==> config.mk <==
export PLATFORM = sky130hd
export DESIGN_NAME = grid_motion_controller
export DESIGN_NICKNAME = d
export VERILOG_FILES = /design/src/rtl/grid_motion_pkg.sv /design/src/rtl/motion_tick_div.sv /design/src/rtl/grid_motion_controller.sv
export SDC_FILE = /design/constraint.sdc
export NUM_CORES = 1
export LEC_CHECK = 0
export BUFFER_PORTS_ARGS = -buffer_cell sky130_fd_sc_hd__buf_2
export CAP_MARGIN = 0
export CORE_AREA = 2 2 79 111
export CTS_CLUSTER_SIZE = 20
export DETAILED_ROUTE_END_ITERATION = 6
export DIE_AREA = 0 0 81 113
export HOLD_SLACK_MARGIN = 0.05
export PLACE_DENSITY_LB_ADDON = 0.2
export SYNTH_ARGS = -nofsm -noshare
export SYNTH_HDL_FRONTEND = slang
export SYNTH_HIERARCHICAL = 1
export SYNTH_SLANG_ARGS = --single-unit
==> constraint.sdc <==
create_clock -name clk -period 4.75 [get_ports clk]
set_clock_uncertainty 0.2 [all_clocks]
set_input_delay 0.2375 -clock clk [delete_from_list [all_inputs] [get_ports clk]]
set_output_delay 0.2375 -clock clk [all_outputs]
set_load 0.02 [all_outputs]
==> src/rtl/grid_motion_pkg.sv <==
// Shared direction encodings and helpers for the grid motion controller.
// Directions are one-hot: bit0 left, bit1 right, bit2 up, bit3 down.
package grid_motion_pkg;

   localparam logic [3:0] DIR_NONE  = 4'b0000;
   localparam logic [3:0] DIR_LEFT  = 4'b0001;
   localparam logic [3:0] DIR_RIGHT = 4'b0010;
   localparam logic [3:0] DIR_UP    = 4'b0100;
   localparam logic [3:0] DIR_DOWN  = 4'b1000;

   typedef enum logic {
      ST_STOPPED,
      ST_MOVING
   } motion_state_e;

   function automatic logic [3:0] opposite_dir(input logic [3:0] d);
      case (d)
         DIR_LEFT:  return DIR_RIGHT;
         DIR_RIGHT: return DIR_LEFT;
         DIR_UP:    return DIR_DOWN;
         DIR_DOWN:  return DIR_UP;
         default:   return DIR_NONE;
      endcase
   endfunction

   function automatic logic is_onehot(input logic [3:0] d);
      return (d != 4'b0000) && ((d & (d - 4'b0001)) == 4'b0000);
   endfunction

endpackage

==> src/rtl/motion_tick_div.sv <==
// Step-rate divider: tick is high during the enabled cycle whose edge ends
// a TICK_DIV-clock period; the count freezes while enable is low.
module motion_tick_div #(
   parameter int TICK_DIV = 524288
) (
   input  logic clk,
   input  logic reset,
   input  logic enable,
   output logic tick
);

   localparam int CNT_W = $clog2(TICK_DIV);
   localparam logic [CNT_W-1:0] LAST = CNT_W'(TICK_DIV - 1);

   logic [CNT_W-1:0] count_q, count_d;

   assign tick = enable && (count_q == LAST);

   always_comb begin
      count_d = count_q;
      if (enable) begin
         count_d = tick ? '0 : count_q + CNT_W'(1);
      end
   end

   always_ff @(posedge clk) begin
      if (reset) begin
         count_q <= '0;
      end else begin
         count_q <= count_d;
      end
   end

endmodule

==> src/rtl/grid_motion_controller.sv <==
// Tile-grid mover: buffers one-hot direction requests and applies turns,
// continuation and stops on each divided step edge, with a horizontal tunnel wrap.
module grid_motion_controller
   import grid_motion_pkg::*;
#(
   parameter int X_W       = 10,
   parameter int Y_W       = 9,
   parameter int TILE_BITS = 4,
   parameter int TICK_DIV  = 524288,
   parameter int START_X   = 144,
   parameter int START_Y   = 272,
   parameter int X_MAX     = 639
) (
   input  logic           clk,
   input  logic           reset,
   input  logic [3:0]     move_dir,
   input  logic [3:0]     valid_dir,
   input  logic           enable,
   output logic [X_W-1:0] position_x,
   output logic [Y_W-1:0] position_y,
   output logic [3:0]     cur_dir,
   output logic           step_tick
);

   logic [X_W-1:0] pos_x_q, pos_x_d;
   logic [Y_W-1:0] pos_y_q, pos_y_d;
   logic [3:0]     cur_dir_q, cur_dir_d;
   logic [3:0]     buf_dir_q, buf_dir_d;
   logic           step_tick_q;
   logic           tick;
   logic           aligned_x, aligned_y, tile_aligned;
   logic           axis_ok, turn_ok;
   logic [3:0]     go_dir;
   motion_state_e  state;

   motion_tick_div #(.TICK_DIV(TICK_DIV)) u_tick_div (
      .clk    (clk),
      .reset  (reset),
      .enable (enable),
      .tick   (tick)
   );

   function automatic logic [X_W-1:0] step_x(input logic [3:0] d, input logic [X_W-1:0] x);
      case (d)
         DIR_LEFT:  return (x == '0) ? X_W'(X_MAX) : x - X_W'(1);
         DIR_RIGHT: return (x == X_W'(X_MAX)) ? '0 : x + X_W'(1);
         default:   return x;
      endcase
   endfunction

   function automatic logic [Y_W-1:0] step_y(input logic [3:0] d, input logic [Y_W-1:0] y);
      case (d)
         DIR_UP:   return y - Y_W'(1);
         DIR_DOWN: return y + Y_W'(1);
         default:  return y;
      endcase
   endfunction

   assign aligned_x    = (pos_x_q[TILE_BITS-1:0] == '0);
   assign aligned_y    = (pos_y_q[TILE_BITS-1:0] == '0);
   assign tile_aligned = aligned_x && aligned_y;
   assign state        = (cur_dir_q == DIR_NONE) ? ST_STOPPED : ST_MOVING;
   // A horizontal turn needs the row centred, a vertical one the column.
   assign axis_ok = ((buf_dir_q & (DIR_LEFT | DIR_RIGHT)) != 4'b0000) ? aligned_y : aligned_x;
   assign turn_ok = (buf_dir_q != DIR_NONE) && axis_ok && tile_aligned &&
                    ((buf_dir_q & valid_dir) != 4'b0000);

   always_comb begin
      cur_dir_d = cur_dir_q;
      buf_dir_d = buf_dir_q;
      go_dir    = DIR_NONE;
      if (tick) begin
         if ((buf_dir_q != DIR_NONE) && (opposite_dir(buf_dir_q) == cur_dir_q)) begin
            cur_dir_d = buf_dir_q;
            buf_dir_d = DIR_NONE;
            go_dir    = buf_dir_q;
         end else if (turn_ok) begin
            cur_dir_d = buf_dir_q;
            buf_dir_d = DIR_NONE;
            go_dir    = buf_dir_q;
         end else if (state == ST_MOVING && !tile_aligned) begin
            go_dir = cur_dir_q;
         end else if (state == ST_MOVING && ((cur_dir_q & valid_dir) != 4'b0000)) begin
            go_dir = cur_dir_q;
         end else if (state == ST_MOVING) begin
            cur_dir_d = DIR_NONE;
         end
      end
      // A fresh request in the same cycle outranks clearing the consumed one.
      if (enable && is_onehot(move_dir)) begin
         buf_dir_d = move_dir;
      end
      pos_x_d = step_x(go_dir, pos_x_q);
      pos_y_d = step_y(go_dir, pos_y_q);
   end

   always_ff @(posedge clk) begin
      if (reset) begin
         pos_x_q     <= X_W'(START_X);
         pos_y_q     <= Y_W'(START_Y);
         cur_dir_q   <= DIR_NONE;
         buf_dir_q   <= DIR_NONE;
         step_tick_q <= 1'b0;
      end else begin
         pos_x_q     <= pos_x_d;
         pos_y_q     <= pos_y_d;
         cur_dir_q   <= cur_dir_d;
         buf_dir_q   <= buf_dir_d;
         step_tick_q <= tick;
      end
   end

   assign position_x = pos_x_q;
   assign position_y = pos_y_q;
   assign cur_dir    = cur_dir_q;
   assign step_tick  = step_tick_q;

endmodule

==> out/metrics.csv, run 1 <==
stage,metric,value,unit
sta,maxSlewHeadroom,26.2,%
logic_synthesis,synth_top_flop_cell,dfxtp_1,
die,initial_core_util,39.2,%
logic_synthesis,synth_xor_area_share,5.79,%
clock_network,cts_max_path_buffers,2,
hold_path,min_from,move_dir[1],
logic_synthesis,synth-edff-count,0,
critical_path,end_kind,flop,
sta,timing_hold_violations_final,0,
routing,routed_wl,7820,um
sta,final-setup-viol-count,0,
critical_path,crit_chain,inv_1 > ha_1 > or3b_1 > or4_4 > nand4_1 > a21oi_1 > or2_2 > nand2_2 > ha_1 > nor2b_1 > o21ai_0 > a21oi_1 > o31ai_1 > nor3_1 > o31ai_1 > or3b_1,
hold_path,holdCritPathClass,in2reg,
logic_synthesis,yosys_warnings,6,
grt,grt_pass1_wl,13400,um
clock_network,path_clk_slew,0.06,ns
critical_path,cp_max_fo,8,
finish,diodes,0,
place,gp_congestion,0.832,
routing,drtAntennaViolNets,0,
grt,grtUsageTotal,18.2,%
run,drv_cap,0,
logic_synthesis,synth_top_family_by_area,simple AND/OR/NAND/NOR gates,
clock_network,clk_latency,0.29,ns
logic_synthesis,synthMuxAreaShare,3.63,%
clock_network,cts_inserted_buffers,5,
hold_path,hold-path-cell-count,4,
place,dp_cells,524,
routing,vias,3009,
critical_path,critPathKind,reg2reg,
logic_synthesis,yosysTopAreaCell,dfxtp_1,
routing,drtIter0Drc,122,
sta,tns,0,ns
logic_synthesis,seq_area_frac_synth,29.6,%
logic_synthesis,yosysTopAreaCellShare,29.6,%
critical_path,reg2reg_to,position_y[8],
sta,drv_slew,0,
power_and_ir_drop,p_per_area,221,mW/mm2
outcome,status,"finished, final reports clean",
routing,via_per_inst,5.62,
logic_synthesis,synth_compound_area_share,21.1,%
power_and_ir_drop,ir_worst_vdd,0.128,mV
grt,grt.overflow.total,0,
routing,drc_errors,0,
grt,antenna_found_initial,0,
sta,period_minus_slack,4.31,ns
finish,layout.nets,455,
sta,fmax,232,MHz
critical_path,r2r_cells,16,
power_and_ir_drop,power_leakage,1.34,nW
logic_synthesis,synth_nets,425,
logic_synthesis,synth-async-reset-ratio,0,%
critical_path,worstReg2RegStart,position_x[0],
clock_network,cts_tree,built,
logic_synthesis,syn-instance-count,402,
finish,fill_cells,844,
routing,first_pass_iters,4,
logic_synthesis,synth-simple-area-share,29.6,%
finish,multi_input_area,0.00207,mm2
logic_synthesis,ys_top_cells_by_area,"dfxtp_1 (30%), nor2_1 (4.7%), nand2_1 (4.4%)",
critical_path,start_kind,flop,
clock_network,cts_root_buf,clkbuf_16,
clock_network,htree_levels,2,
finish,drive_gt1_share,15.9,%
place,placed_cell_area,0.00343,mm2
logic_synthesis,synth_most_common_cell,dfxtp_1,
critical_path,slowest_stage,or4_4,
die,die_w,81,um
critical_path,critPathMaxStageDelay,0.59,ns
logic_synthesis,yosys-top-cells-count,"dfxtp_1 (47), nor2_1 (40), nand2_1 (37), a21oi_1 (21), inv_1 (19)",
sta,worst_slew_pin_slew,1.10,ns
critical_path,worstSetupStartpoint,position_x[0],
die,num_rows,39,
place,dpl.hpwl,5700,um
die,dieArea,0.00915,mm2
die,ioPinCount,35,
logic_synthesis,syn_area,0.00317,mm2
critical_path,crit_required,4.72,ns
logic_synthesis,avgSynthCellArea,7.90,um2
die,dieHeight,113,um
clock_network,cts_sinks,47,
logic_synthesis,synth_seq_cells,47,
critical_path,crit_buf_inv,1,
grt,grt_max_degree,38,
die,core_area,0.00810,mm2
finish,instances_no_fill,535,
finish,utilization,44.4,%
finish,stdcell_area,0.00360,mm2
finish,syn_to_final_growth,13.4,%
routing,wl_per_cell,14.6,um
critical_path,rrSetupSlack,0.44,ns
sta,hold_ws,0.116,ns
sta,rsz0062_at_grt,false,
logic_synthesis,synthAdderAreaFrac,4.97,%
logic_synthesis,synthDistinctLibCells,70,
sta,min_period_over_period,90.8,%
finish,register_area,941,um2
hold_path,holdPathEnd,buf_dir_q[1],
critical_path,critPathArrivalTime,4.28,ns
place,port_buffers,34,
grt,grt_pass1_vias,2817,
critical_path,crit_family,simple AND/OR/NAND/NOR gates,
[worst reg2reg max path, cell delays in order, from the launching register on]
cell     delay (ns)
dfxtp_1        0.38
inv_1          0.11
ha_1           0.13
or3b_1         0.42
or4_4          0.59
nand4_1        0.11
a21oi_1        0.06
or2_2          0.31
nand2_2        0.15
ha_1           0.29
nor2b_1        0.14
o21ai_0        0.20
a21oi_1        0.12
o31ai_1        0.31
nor3_1         0.11
o31ai_1        0.22
or3b_1         0.35
[area by class of cell]
type                    instances  share of cell area (%)
inverters                      19                    1.98
flip-flops and latches         47                    26.1
multi-input cells             315                    57.6
repair buffers                 44                    6.88
well taps                     102                    3.55
clock buffers                   7                    3.69
clock inverters                 1                   0.139
[worst max-delay path by stage]
stage	cells after the start	slack, ns	to
after floorplan	16	0.43	position_y[8]
after global placement	16	0.36	position_y[8]
after detailed placement	16	0.26	position_y[8]
after CTS	16	0.26	position_y[8]
after global routing	16	0.09	position_y[8]
final	16	0.44	position_y[8]
[power by group]
part,internal (mW),switching (mW),total [mW]
clock network,0.195,0.146,0.341
registers,0.397,0.00561,0.403
logic,0.0210,0.0302,0.0513
total,0.613,0.182,0.795
[flip-flops by register name, indices dropped and copies added, names as in the netlist]
signal / cells
cur_dir: 4
step_tick: 1
position_x: 10
u_tick_div/count_q: 19
position_y: 9
buf_dir_q: 4
[cells in the final DEF (no fill, tap or decap), drive strengths merged, types with 10 or more instances in the layout]
cell type	count
dfxtp	47
nand2	38
a21oi	22
o21ai	20
nand3	16
nor2b	10
xnor2	13
nor3	16
inv	19
buf	43
nand4	10
ha	11
nor2	40
[stage by stage]
stage | setup slack [ns] | power, mW
floorplan | 0.426 | 0.444
global placement | 0.359 | 0.462
detailed placement | 0.262 | 0.463
CTS | 0.260 | 0.807
global route | 0.0857 | 0.829
finish | 0.439 | 0.795
[metal layers]
layer,track usage [%],wire length [um]
met5,0,0
met4,6.33,120
met3,2.95,231
met2,31.8,4050
met1,22.1,3420
[timing repair]
action                                  CTS  global route
setup buffers                             0             2
endpoints found under the hold margin     1             0
hold buffers                              1             0
endpoints found under the setup margin    0             1
gates resized for setup                   0             3
[logic make-up after synthesis]
kind of cell | count (synthesis)
AO/OA/AOI/OAI | 96
XOR/XNOR | 21
adder cells (fa/ha/maj) | 12
buffers and inverters | 40
flip-flops | 47
multiplexers | 10
AND/OR/NAND/NOR | 176
No activity file was read; power rests on OpenSTA's default activity.
==> run 2, diff against run 1 <==
CTS_BUF_LIST = sky130_fd_sc_hd__clkbuf_16   (was not set)
==> out/metrics.csv, run 2 (synthesis gave the netlist of run 1 again) <==
stage,metric,value,unit,change
sta,tns,0,ns,unchanged
finish,fill_cells,844,,unchanged
sta,worst_slew_pin_slew,1.08,ns,was 1.10 ns
place,port_buffers,34,,unchanged
clock_network,cts_root_buf,clkbuf_16,,unchanged
sta,rsz0062_at_grt,false,,unchanged
finish,utilization,44.4,%,unchanged
sta,period_minus_slack,4.32,ns,was 4.31 ns
clock_network,cts_sinks,47,,unchanged
clock_network,clk_latency,0.29,ns,about the same
finish,largest_reg_flops,19,,unchanged
routing,first_pass_iters,4,,unchanged
clock_network,htree_levels,2,,unchanged
critical_path,worstReg2RegStart,position_x[0],,unchanged
routing,routed_wl,7820,um,about the same
outcome,status,"finished, final reports clean",,unchanged
critical_path,start_kind,flop,,unchanged
grt,grtUsageTotal,18.2,%,unchanged
critical_path,end_kind,flop,,unchanged
hold_path,holdCritPathClass,in2reg,,unchanged
sta,maxSlewHeadroom,27.4,%,was 26.2%
clock_network,path_clk_slew,0.06,ns,about the same
sta,drv_slew,0,,unchanged
sta,fmax,232,MHz,about the same
die,dieArea,0.00915,mm2,unchanged
critical_path,worstSetupStartpoint,position_x[0],,unchanged
finish,layout_commonest_cell,dfxtp_1,,unchanged
finish,diodes,0,,unchanged
sta,timing_hold_violations_final,0,,unchanged
grt,grt_pass1_vias,2817,,unchanged
die,die_w,81,um,unchanged
grt,antenna_found_initial,0,,unchanged
hold_path,min_from,move_dir[1],,unchanged
die,ioPinCount,35,,unchanged
critical_path,crit_required,4.72,ns,about the same
power_and_ir_drop,p_total,0.790,mW,was 0.795 mW
place,dpl.hpwl,5700,um,unchanged
die,initial_core_util,39.2,%,unchanged
die,core_area,0.00810,mm2,unchanged
sta,final-setup-viol-count,0,,unchanged
routing,via_per_inst,5.61,,was 5.62
power_and_ir_drop,ir_worst_vdd,0.128,mV,about the same
sta,min_period_over_period,90.9,%,was 90.8%
routing,vias,2999,,was 3009
critical_path,critPathArrivalTime,4.29,ns,was 4.28 ns
die,num_rows,39,,unchanged
clock_network,cts_max_path_buffers,2,,unchanged
place,gp_congestion,0.832,,unchanged
power_and_ir_drop,p_per_area,219,mW/mm2,was 221 mW/mm2
run,drv_cap,0,,unchanged
grt,grt_max_degree,38,,unchanged
finish,drive_gt1_share,15.9,%,unchanged
routing,drc_errors,0,,unchanged
clock_network,cts_tree,built,,unchanged
die,dieHeight,113,um,unchanged
routing,wl_per_cell,14.6,um,about the same
critical_path,critPathKind,reg2reg,,unchanged
power_and_ir_drop,power_leakage,1.35,nW,was 1.34 nW
finish,final_cell_mix,"dfxtp_1 (47), nor2_1 (40), nand2_1 (36)",,unchanged
routing,drtAntennaViolNets,0,,unchanged
clock_network,cts_inserted_buffers,5,,unchanged
grt,grt_pass1_wl,13400,um,unchanged
routing,drtIter0Drc,119,,was 122
finish,syn_to_final_growth,13.4,%,unchanged
grt,grt.overflow.total,0,,unchanged
finish,layout.nets,455,,unchanged
critical_path,cp_max_fo,8,,unchanged
finish,top_register,u_tick_div/count_q,,unchanged
[run 2: changes by cell type in the layout (fill, tap and decap cells not counted)]
cell      before  now
clkbuf_1       2    0
inv_1         19   21
[run 2: area by class of cell]
class / instances / area [um2] / area share, %
Multi-Input combinational cell: 315 / 2070 / 57.6
Sequential cell: 47 / 941 / 26.1
Timing Repair Buffer: 44 / 248 / 6.88
Tap cell: 102 / 128 / 3.55
Clock buffer: 5 / 125 / 3.48
Inverter: 19 / 71.3 / 1.98
Clock inverter: 3 / 12.5 / 0.348
[run 2: repair_timing]
action | in CTS | in global routing
setup buffers | 0 | 2
hold buffers | 1 | 0
resized for setup | 0 | 3
setup endpoints to repair | 0 | 1
endpoints found under the hold margin | 1 | 0
[run 2: per-stage QoR]
step                      cells  setup WS, ns  hold WS [ns]  instance area [um2]
after detailed placement    524         0.262         0.274                 3430
after CTS                   533         0.260         0.115                 3570
final                       535         0.434         0.116                 3600
after floorplan             402         0.426         0.181                 3170
after global routing        535        0.0860         0.156                 3600
after global placement      524         0.359         0.273                 3430
[run 2: final timing paths]
kind	to	slack, ns	cells after the start
worst min register to register	u_tick_div/count_q[17]	0.28	2
worst max-delay path	position_y[8]	0.43	16
worst min-delay path	buf_dir_q[1]	0.12	4
worst max register to register	position_y[8]	0.43	16
[run 2: critical path, stage by stage (launching register included)]
cell     delay (ns)
dfxtp_1        0.38
inv_1          0.11
ha_1           0.13
or3b_1         0.42
or4_4          0.59
nand4_1        0.10
a21oi_1        0.06
or2_2          0.31
nand2_2        0.15
ha_1           0.29
nor2b_1        0.14
o21ai_0        0.20
a21oi_1        0.12
o31ai_1        0.31
nor3_1         0.11
o31ai_1        0.22
or3b_1         0.35
[run 2: layer usage]
layer  GRT usage (%)  part of all wire (%)
met1            22.1                    44
met2            31.8                    52
met4            6.33                   1.4
met5               0                     0
met3            2.95                   2.4
[run 2: report_power, final]
group          internal [mW]  switching [mW]  total, mW  leakage, nW
registers              0.397         0.00559      0.403        0.379
clock network          0.190           0.145      0.336       0.0762
logic                 0.0210          0.0303     0.0513        0.892
